### config.mk
export PLATFORM = sky130hd
export DESIGN_NAME = serial_collect8_ctrl_flat
export DESIGN_NICKNAME = d
export VERILOG_FILES = /design/src/rtl/serial_collect8_ctrl_pkg.sv /design/src/rtl/serial_collect8_ctrl_if.sv /design/src/rtl/serial_collect8_ctrl_collect_lane_reg.sv /design/src/rtl/serial_collect8_ctrl.sv /design/src/flat_wrapper.sv
export SDC_FILE = /design/constraint.sdc
export NUM_CORES = 1
export LEC_CHECK = 0
export ABC_AREA = 1
export CAP_MARGIN = 20
export CORE_MARGIN = 5
export CORE_UTILIZATION = 50
export DETAILED_ROUTE_END_ITERATION = 10
export PLACE_DENSITY = 0.74
export SETUP_SLACK_MARGIN = 0.1
export SYNTH_ARGS = -nofsm -noshare
export SYNTH_HDL_FRONTEND = slang
export SYNTH_SLANG_ARGS = --single-unit
### constraint.sdc
create_clock -name clk -period 2.8 [get_ports clk]
set_clock_uncertainty 0.2 [all_clocks]
set_input_delay 0.28 -clock clk [delete_from_list [all_inputs] [get_ports clk]]
set_output_delay 0.28 -clock clk [all_outputs]
set_load 0.1 [all_outputs]
### src/rtl/serial_collect8_ctrl_pkg.sv
// serial_collect8_ctrl_pkg
// Shared constants and types for the serial-to-parallel frame collector.
//   LANES      : samples per frame
//   DW         : width of one real or imaginary sample
//   FW         : width of one packed frame (LANES*DW)
//   outState_t : output-side state, EMPTY = no frame waiting, PEND = frame held for downstream
package serial_collect8_ctrl_pkg;

  localparam int LANES = 8;
  localparam int DW    = 10;
  localparam int FW    = LANES * DW;

  typedef enum logic {
    EMPTY = 1'b0,
    PEND  = 1'b1
  } outState_t;

endpackage

### src/rtl/serial_collect8_ctrl_if.sv
// serial_collect8_ctrl_if
// Bundles the serial input handshake and the packed-frame output of the collector.
//   din_valid/din_ready : serial sample handshake (sample taken when both high)
//   frame_sync          : with din_valid, marks the sample as lane 0 of a new frame
//   dinre/dinim         : signed serial sample
//   dout_ready/ren      : downstream idle indication and one-cycle load strobe
//   doutre/doutim       : packed frame, lane k at bits [10k+9:10k]
//   sync_err            : sticky mid-frame sync indication
// The slave modport is the collector; the master modport is its environment.
interface serial_collect8_ctrl_if;
  import serial_collect8_ctrl_pkg::*;

  logic          din_valid;
  logic          din_ready;
  logic          frame_sync;
  logic [DW-1:0] dinre;
  logic [DW-1:0] dinim;
  logic          dout_ready;
  logic          ren;
  logic [FW-1:0] doutre;
  logic [FW-1:0] doutim;
  logic          sync_err;

  modport master (
    output din_valid, frame_sync, dinre, dinim, dout_ready,
    input  din_ready, ren, doutre, doutim, sync_err
  );

  modport slave (
    input  din_valid, frame_sync, dinre, dinim, dout_ready,
    output din_ready, ren, doutre, doutim, sync_err
  );

endinterface

### src/rtl/serial_collect8_ctrl_collect_lane_reg.sv
// collect_lane_reg
// One lane of the collect register: a DW-wide real/imaginary pair with write enable.
//   clk, rst_n   : clock and asynchronous active-low clear
//   i_we         : load i_re/i_im on this edge
//   i_re, i_im   : sample to store
//   o_re, o_im   : stored sample
module collect_lane_reg #(
  parameter int DW = 10
) (
  input  logic          clk,
  input  logic          rst_n,
  input  logic          i_we,
  input  logic [DW-1:0] i_re,
  input  logic [DW-1:0] i_im,
  output logic [DW-1:0] o_re,
  output logic [DW-1:0] o_im
);

  logic [DW-1:0] r_re;
  logic [DW-1:0] r_im;

  // Hold the lane value until the collector selects this lane for a new sample.
  always_ff @(posedge clk or negedge rst_n) begin
    if (!rst_n) begin
      r_re <= '0;
      r_im <= '0;
    end else if (i_we) begin
      r_re <= i_re;
      r_im <= i_im;
    end
  end

  assign o_re = r_re;
  assign o_im = r_im;

endmodule

### src/rtl/serial_collect8_ctrl.sv
// serial_collect8_ctrl
// Collects LANES serial complex samples into one packed frame and hands it to a
// downstream shift register through a hold register and a two-state output FSM.
//   clk   : rising-edge clock
//   rst_n : asynchronous active-low reset
//   bus   : serial_collect8_ctrl_if.slave (sample handshake, frame_sync,
//           dout_ready/ren load handshake, packed frame, sync_err)
module serial_collect8_ctrl #(
  parameter int LANES = serial_collect8_ctrl_pkg::LANES,
  parameter int DW    = serial_collect8_ctrl_pkg::DW
) (
  input  logic                  clk,
  input  logic                  rst_n,
  serial_collect8_ctrl_if.slave bus
);
  import serial_collect8_ctrl_pkg::*;

  localparam int            CW   = $clog2(LANES);
  localparam logic [CW-1:0] LAST = CW'(LANES - 1);

  logic [CW-1:0]       r_count;
  outState_t           r_state;
  logic                r_ren;
  logic                r_syncErr;
  logic [LANES*DW-1:0] r_holdRe;
  logic [LANES*DW-1:0] r_holdIm;

  logic                w_ready;
  logic                w_accept;
  logic                w_complete;
  logic [LANES-1:0]    w_laneWe;
  logic [DW-1:0]       w_laneRe [LANES];
  logic [DW-1:0]       w_laneIm [LANES];
  logic [LANES*DW-1:0] w_frameRe;
  logic [LANES*DW-1:0] w_frameIm;

  // Only the last sample of a frame needs a free hold register, so the block
  // stalls just there while a previous frame is still pending.
  assign w_ready    = (r_count != LAST) || (r_state == EMPTY);
  assign w_accept   = bus.din_valid && w_ready;
  assign w_complete = w_accept && !bus.frame_sync && (r_count == LAST);

  // A sync sample always goes to lane 0; otherwise the count picks the lane.
  // The frame image substitutes the incoming sample for the lane being written,
  // so on the last sample it is the complete frame ready for the hold register.
  for (genvar k = 0; k < LANES; k++) begin : g_lane
    assign w_laneWe[k] = w_accept && (bus.frame_sync ? (k == 0) : (r_count == CW'(k)));

    collect_lane_reg #(.DW(DW)) u_lane (
      .clk  (clk),
      .rst_n(rst_n),
      .i_we (w_laneWe[k]),
      .i_re (bus.dinre),
      .i_im (bus.dinim),
      .o_re (w_laneRe[k]),
      .o_im (w_laneIm[k])
    );

    assign w_frameRe[k*DW +: DW] = (r_count == CW'(k)) ? bus.dinre : w_laneRe[k];
    assign w_frameIm[k*DW +: DW] = (r_count == CW'(k)) ? bus.dinim : w_laneIm[k];
  end

  // Lane counter and sticky sync error. A sync sample restarts the frame with
  // itself in lane 0, dropping whatever partial frame was being built; LANES is
  // a power of two so the increment wraps naturally after the last lane.
  always_ff @(posedge clk or negedge rst_n) begin
    if (!rst_n) begin
      r_count   <= '0;
      r_syncErr <= 1'b0;
    end else if (w_accept) begin
      if (bus.frame_sync) begin
        r_count <= CW'(1);
        if (r_count != '0) begin
          r_syncErr <= 1'b1;
        end
      end else begin
        r_count <= r_count + CW'(1);
      end
    end
  end

  // Output FSM. A completed frame is captured into the hold register and waits
  // in PEND until downstream is idle; the release edge raises ren for exactly
  // one cycle. The hold register may be reloaded on the edge that ends the ren
  // cycle because downstream samples the old value on that same edge.
  always_ff @(posedge clk or negedge rst_n) begin
    if (!rst_n) begin
      r_state  <= EMPTY;
      r_ren    <= 1'b0;
      r_holdRe <= '0;
      r_holdIm <= '0;
    end else begin
      r_ren <= 1'b0;
      case (r_state)
        EMPTY: begin
          if (w_complete) begin
            r_state  <= PEND;
            r_holdRe <= w_frameRe;
            r_holdIm <= w_frameIm;
          end
        end
        PEND: begin
          if (bus.dout_ready) begin
            r_state <= EMPTY;
            r_ren   <= 1'b1;
          end
        end
        default: r_state <= EMPTY;
      endcase
    end
  end

  assign bus.din_ready = w_ready;
  assign bus.ren       = r_ren;
  assign bus.doutre    = r_holdRe;
  assign bus.doutim    = r_holdIm;
  assign bus.sync_err  = r_syncErr;

endmodule
### src/flat_wrapper.sv
// flat-port wrapper written by rule: the top's interface ports become plain ports
module serial_collect8_ctrl_flat import serial_collect8_ctrl_pkg::*;
#(
  parameter int LANES = serial_collect8_ctrl_pkg::LANES,
  parameter int DW    = serial_collect8_ctrl_pkg::DW
)
  (clk, rst_n, bus_din_valid, bus_frame_sync, bus_dinre, bus_dinim, bus_dout_ready, bus_din_ready, bus_ren, bus_doutre, bus_doutim, bus_sync_err);
  serial_collect8_ctrl_if bus_i ();
  input  logic clk;
  input  logic rst_n;
  input wire logic [$bits(bus_i.din_valid)-1:0] bus_din_valid;
  input wire logic [$bits(bus_i.frame_sync)-1:0] bus_frame_sync;
  input wire logic [$bits(bus_i.dinre)-1:0] bus_dinre;
  input wire logic [$bits(bus_i.dinim)-1:0] bus_dinim;
  input wire logic [$bits(bus_i.dout_ready)-1:0] bus_dout_ready;
  output wire logic [$bits(bus_i.din_ready)-1:0] bus_din_ready;
  output wire logic [$bits(bus_i.ren)-1:0] bus_ren;
  output wire logic [$bits(bus_i.doutre)-1:0] bus_doutre;
  output wire logic [$bits(bus_i.doutim)-1:0] bus_doutim;
  output wire logic [$bits(bus_i.sync_err)-1:0] bus_sync_err;
  assign bus_i.din_valid = bus_din_valid;
  assign bus_i.frame_sync = bus_frame_sync;
  assign bus_i.dinre = bus_dinre;
  assign bus_i.dinim = bus_dinim;
  assign bus_i.dout_ready = bus_dout_ready;
  assign bus_din_ready = bus_i.din_ready;
  assign bus_ren = bus_i.ren;
  assign bus_doutre = bus_i.doutre;
  assign bus_doutim = bus_i.doutim;
  assign bus_sync_err = bus_i.sync_err;
  serial_collect8_ctrl #(.LANES(LANES), .DW(DW)) u_core (.clk(clk), .rst_n(rst_n), .bus(bus_i));
endmodule
==> flow_summary.json <==
{
  "status": "completed",
  "gp_congestion": 0.812,
  "grt_use_total_pct": 26.0,
  "synth_nets": 1877,
  "power_frac_clock_pct": 25.9,
  "max_slew.worst_pin.slew_ps": 959,
  "cts-root-buf": "clkbuf_16",
  "cp_top_family": "simple AND/OR/NAND/NOR gates",
  "syn_to_final_growth_pct": 20.8,
  "grt_pass1_wl_um": 67000,
  "switching_share_pct": 43.7,
  "clkLatencyLatePin_ps": 510,
  "synth_area_mm2": 0.0142,
  "grt_pass1_vias": 12721,
  "die_width_um": 178,
  "drive_gt1_share_pct": 14.3,
  "p_leak_uw": 0.00975,
  "hp-class": "input pin to flip-flop",
  "endpoint_kind": "flip-flop",
  "avgSynthCellArea_um2": 7.68,
  "synth_cells": 1846,
  "ys_types": 16,
  "wl_um": 41300,
  "antenna_found_initial": 1,
  "drt-pass1-iter-count": 5,
  "period_minus_slack_ps": 2390,
  "vdd_drop_max_v": 0.000596,
  "p_int_uw": 9930,
  "wire_per_inst_um": 17.5,
  "ys_warn_count": 0,
  "dr_total_vias": 12996,
  "h-tree-depth": 2,
  "cp_common_cell": "nand2_1",
  "cts_tree": "built",
  "ys_ff_latch": 306,
  "core_mm2": 0.0279,
  "rsz0062_at_grt": "false",
  "drc": 0,
  "slowest_stage": "nand2_1",
  "crit_chain": "ha_1, ha_1, nand2_2, nand2_4, inv_4, nand2_1, nand2_1, nand2_1",
  "critPathMaxStageDelay_ps": 460,
  "fp.dieArea_mm2": 0.0318,
  "crit_buf_inv": 1,
  "final_nets": 1995,
  "final_antenna_net_count": 0,
  "die-height_um": 178,
  "cts_buffers": 34,
  "hold_viol": 0,
  "final_common_cell": "nand2_1",
  "power_density_mw_per_mm2": 1030,
  "drtIter0Drc": 1225,
  "final_cell_mix": "902 x nand2_1, 305 x dfrtp_1, 260 x nand3_1",
  "grt_max_degree": 107,
  "crit_required_ps": 2980,
  "grt_overflow": 0,
  "combPwrFrac_pct": 38.6,
  "start_util_pct": 50.9,
  "max_cap_violations": 0,
  "cp_max_fo": 20,
  "portBuffers": 187,
  "clock-sinks": 306,
  "tns_ps": 0,
  "clockBufferDepth": 3,
  "slew_headroom_pct": 35.9,
  "fmax_mhz": 418,
  "synth_seq_area_share_pct": 54.0,
  "finalSetupViolCount": 0,
  "slew_viol_final": 0,
  "clkTransAtPathRegs_ps": 60,
  "crit_arrival_ps": 2570,
  "fill_cells": 2443,
  "pwr-share-seq_pct": 35.5,
  "crit_type": "flip-flop to flip-flop",
  "antenna_cells": 0,
  "vias_per_cell": 5.50,
  "crit_path_start_kind": "flip-flop",
  "io_pins": 188,
  "place_hpwl_um": 25100,
  "fin_hold_ws_ps": 129,
  "rows": 61,
  "switchingPower_uw": 7710,
  "finalCritPeriodShare_pct": 85.4
}
worst register-to-register path: cells and delay by family, from the launching register on:
kind,cells,cell delay [ps]
flops,1,410
buf+inv,1,180
simple gates,5,990
fa+ha+maj,2,480
worst paths after layout:
path	from	slack [ps]	to	cells past startpoint
worst max-delay path	u_core.r_count[1]	410	u_core.g_lane[4].u_lane.o_re[1]	8
worst min-delay path	bus_dout_ready	130	u_core.bus.ren	3
worst max register to register	u_core.r_count[1]	410	u_core.g_lane[4].u_lane.o_re[1]	8
worst min register to register	u_core.g_lane[4].u_lane.o_re[4]	270	u_core.g_lane[4].u_lane.o_re[4]	2
max in group asynchronous	rst_n	1400	u_core.bus.doutim[37]	3
min in group asynchronous	rst_n	200	u_core.bus.doutre[63]	2
per-stage QoR:
step	cells	setup slack (ps)	cell area [um2]	utilization (%)	power, uW
final	2363	408	17100	61.5	17600
after global routing	2363	219	17100	61.5	18500
after CTS	2363	403	17100	61.5	17700
after detailed placement	2305	465	16000	57.4	13100
after global placement	2305	572	16000	57.4	13000
after floorplan	1846	415	14200	-	11400
flip-flops by register name (all words and copies together) (netlist names):
signal,count
u_core.bus.doutim,80
u_core.bus.doutre,80
u_core.bus.ren,1
u_core.bus.sync_err,1
u_core.g_lane.u_lane.o_im,70
u_core.g_lane.u_lane.o_re,70
u_core.r_count,3
u_core.r_state,1
final cells by class:
class                   count  area [um2]  share of cell area [%]
multi-input cells        1363        5760                    33.6
clock inverters             6         108                   0.628
inverters                   9        36.3                   0.212
flip-flops and latches    306        7660                    44.7
repair buffers            250        2070                    12.1
clock buffers              51        1030                    6.00
well taps                 378         473                    2.76
per-layer routing:
metal  vias to the layer above  share of wire (%)  wire length (um)  global-route usage [%]
met2                       496                 48             19700                    42.9
met1                      6322                 43             17700                    35.8
li1                       6102                  -                 -                       -
met5                         -              0.031                13                       0
met4                         2                1.9               795                    6.27
met3                        74                7.5              3080                    4.92
power groups by stage:
| stage | clock network [uW] | logic [uW] | registers (uW) |
|---|---|---|---|
| after CTS | 4620 | 6840 | 6250 |
| after floorplan | 0 | 2210 | 9160 |
| after detailed placement | 0 | 6820 | 6310 |
| final | 4560 | 6810 | 6260 |
| after global routing | 4800 | 7350 | 6390 |
| after global placement | 0 | 6700 | 6280 |
synth_stat cells:
| cell type | instances | share of area, % |
|---|---|---|
| o21bai_1 | 1 | 0.053 |
| ha_1 | 6 | 0.53 |
| nor2_8 | 1 | 0.14 |
| inv_2 | 3 | 0.079 |
| buf_1 | 3 | 0.079 |
| nand2_2 | 1 | 0.044 |
| inv_1 | 6 | 0.16 |
| nor2_1 | 7 | 0.19 |
| nand3_1 | 260 | 9.2 |
| nand2_1 | 904 | 24 |
| buf_2 | 49 | 1.7 |
| clkbuf_1 | 103 | 2.7 |
| buf_4 | 12 | 0.64 |
| o21ai_0 | 183 | 6.5 |
| dfrtp_1 | 306 | 54 |
| buf_6 | 1 | 0.079 |
cell families (layout without fill, tap and decap cells):
logic type	after synthesis	after routing	share of synthesized area [%]
flops	306	306	54.0
fa+ha+maj	6	6	0.529
compound gates	184	184	6.51
simple gates	1173	1173	33.5
buf+inv	177	316	5.49
what timing repair did:
| action | in CTS | in global routing |
|---|---|---|
| setup endpoints to repair | 0 | 0 |
| setup buffers | 0 | 0 |
| hold buffers | 1 | 0 |
| resized for setup | 0 | 0 |
| hold endpoints to repair | 86 | 0 |
Note: power is estimated with default switching activity, not from simulation.
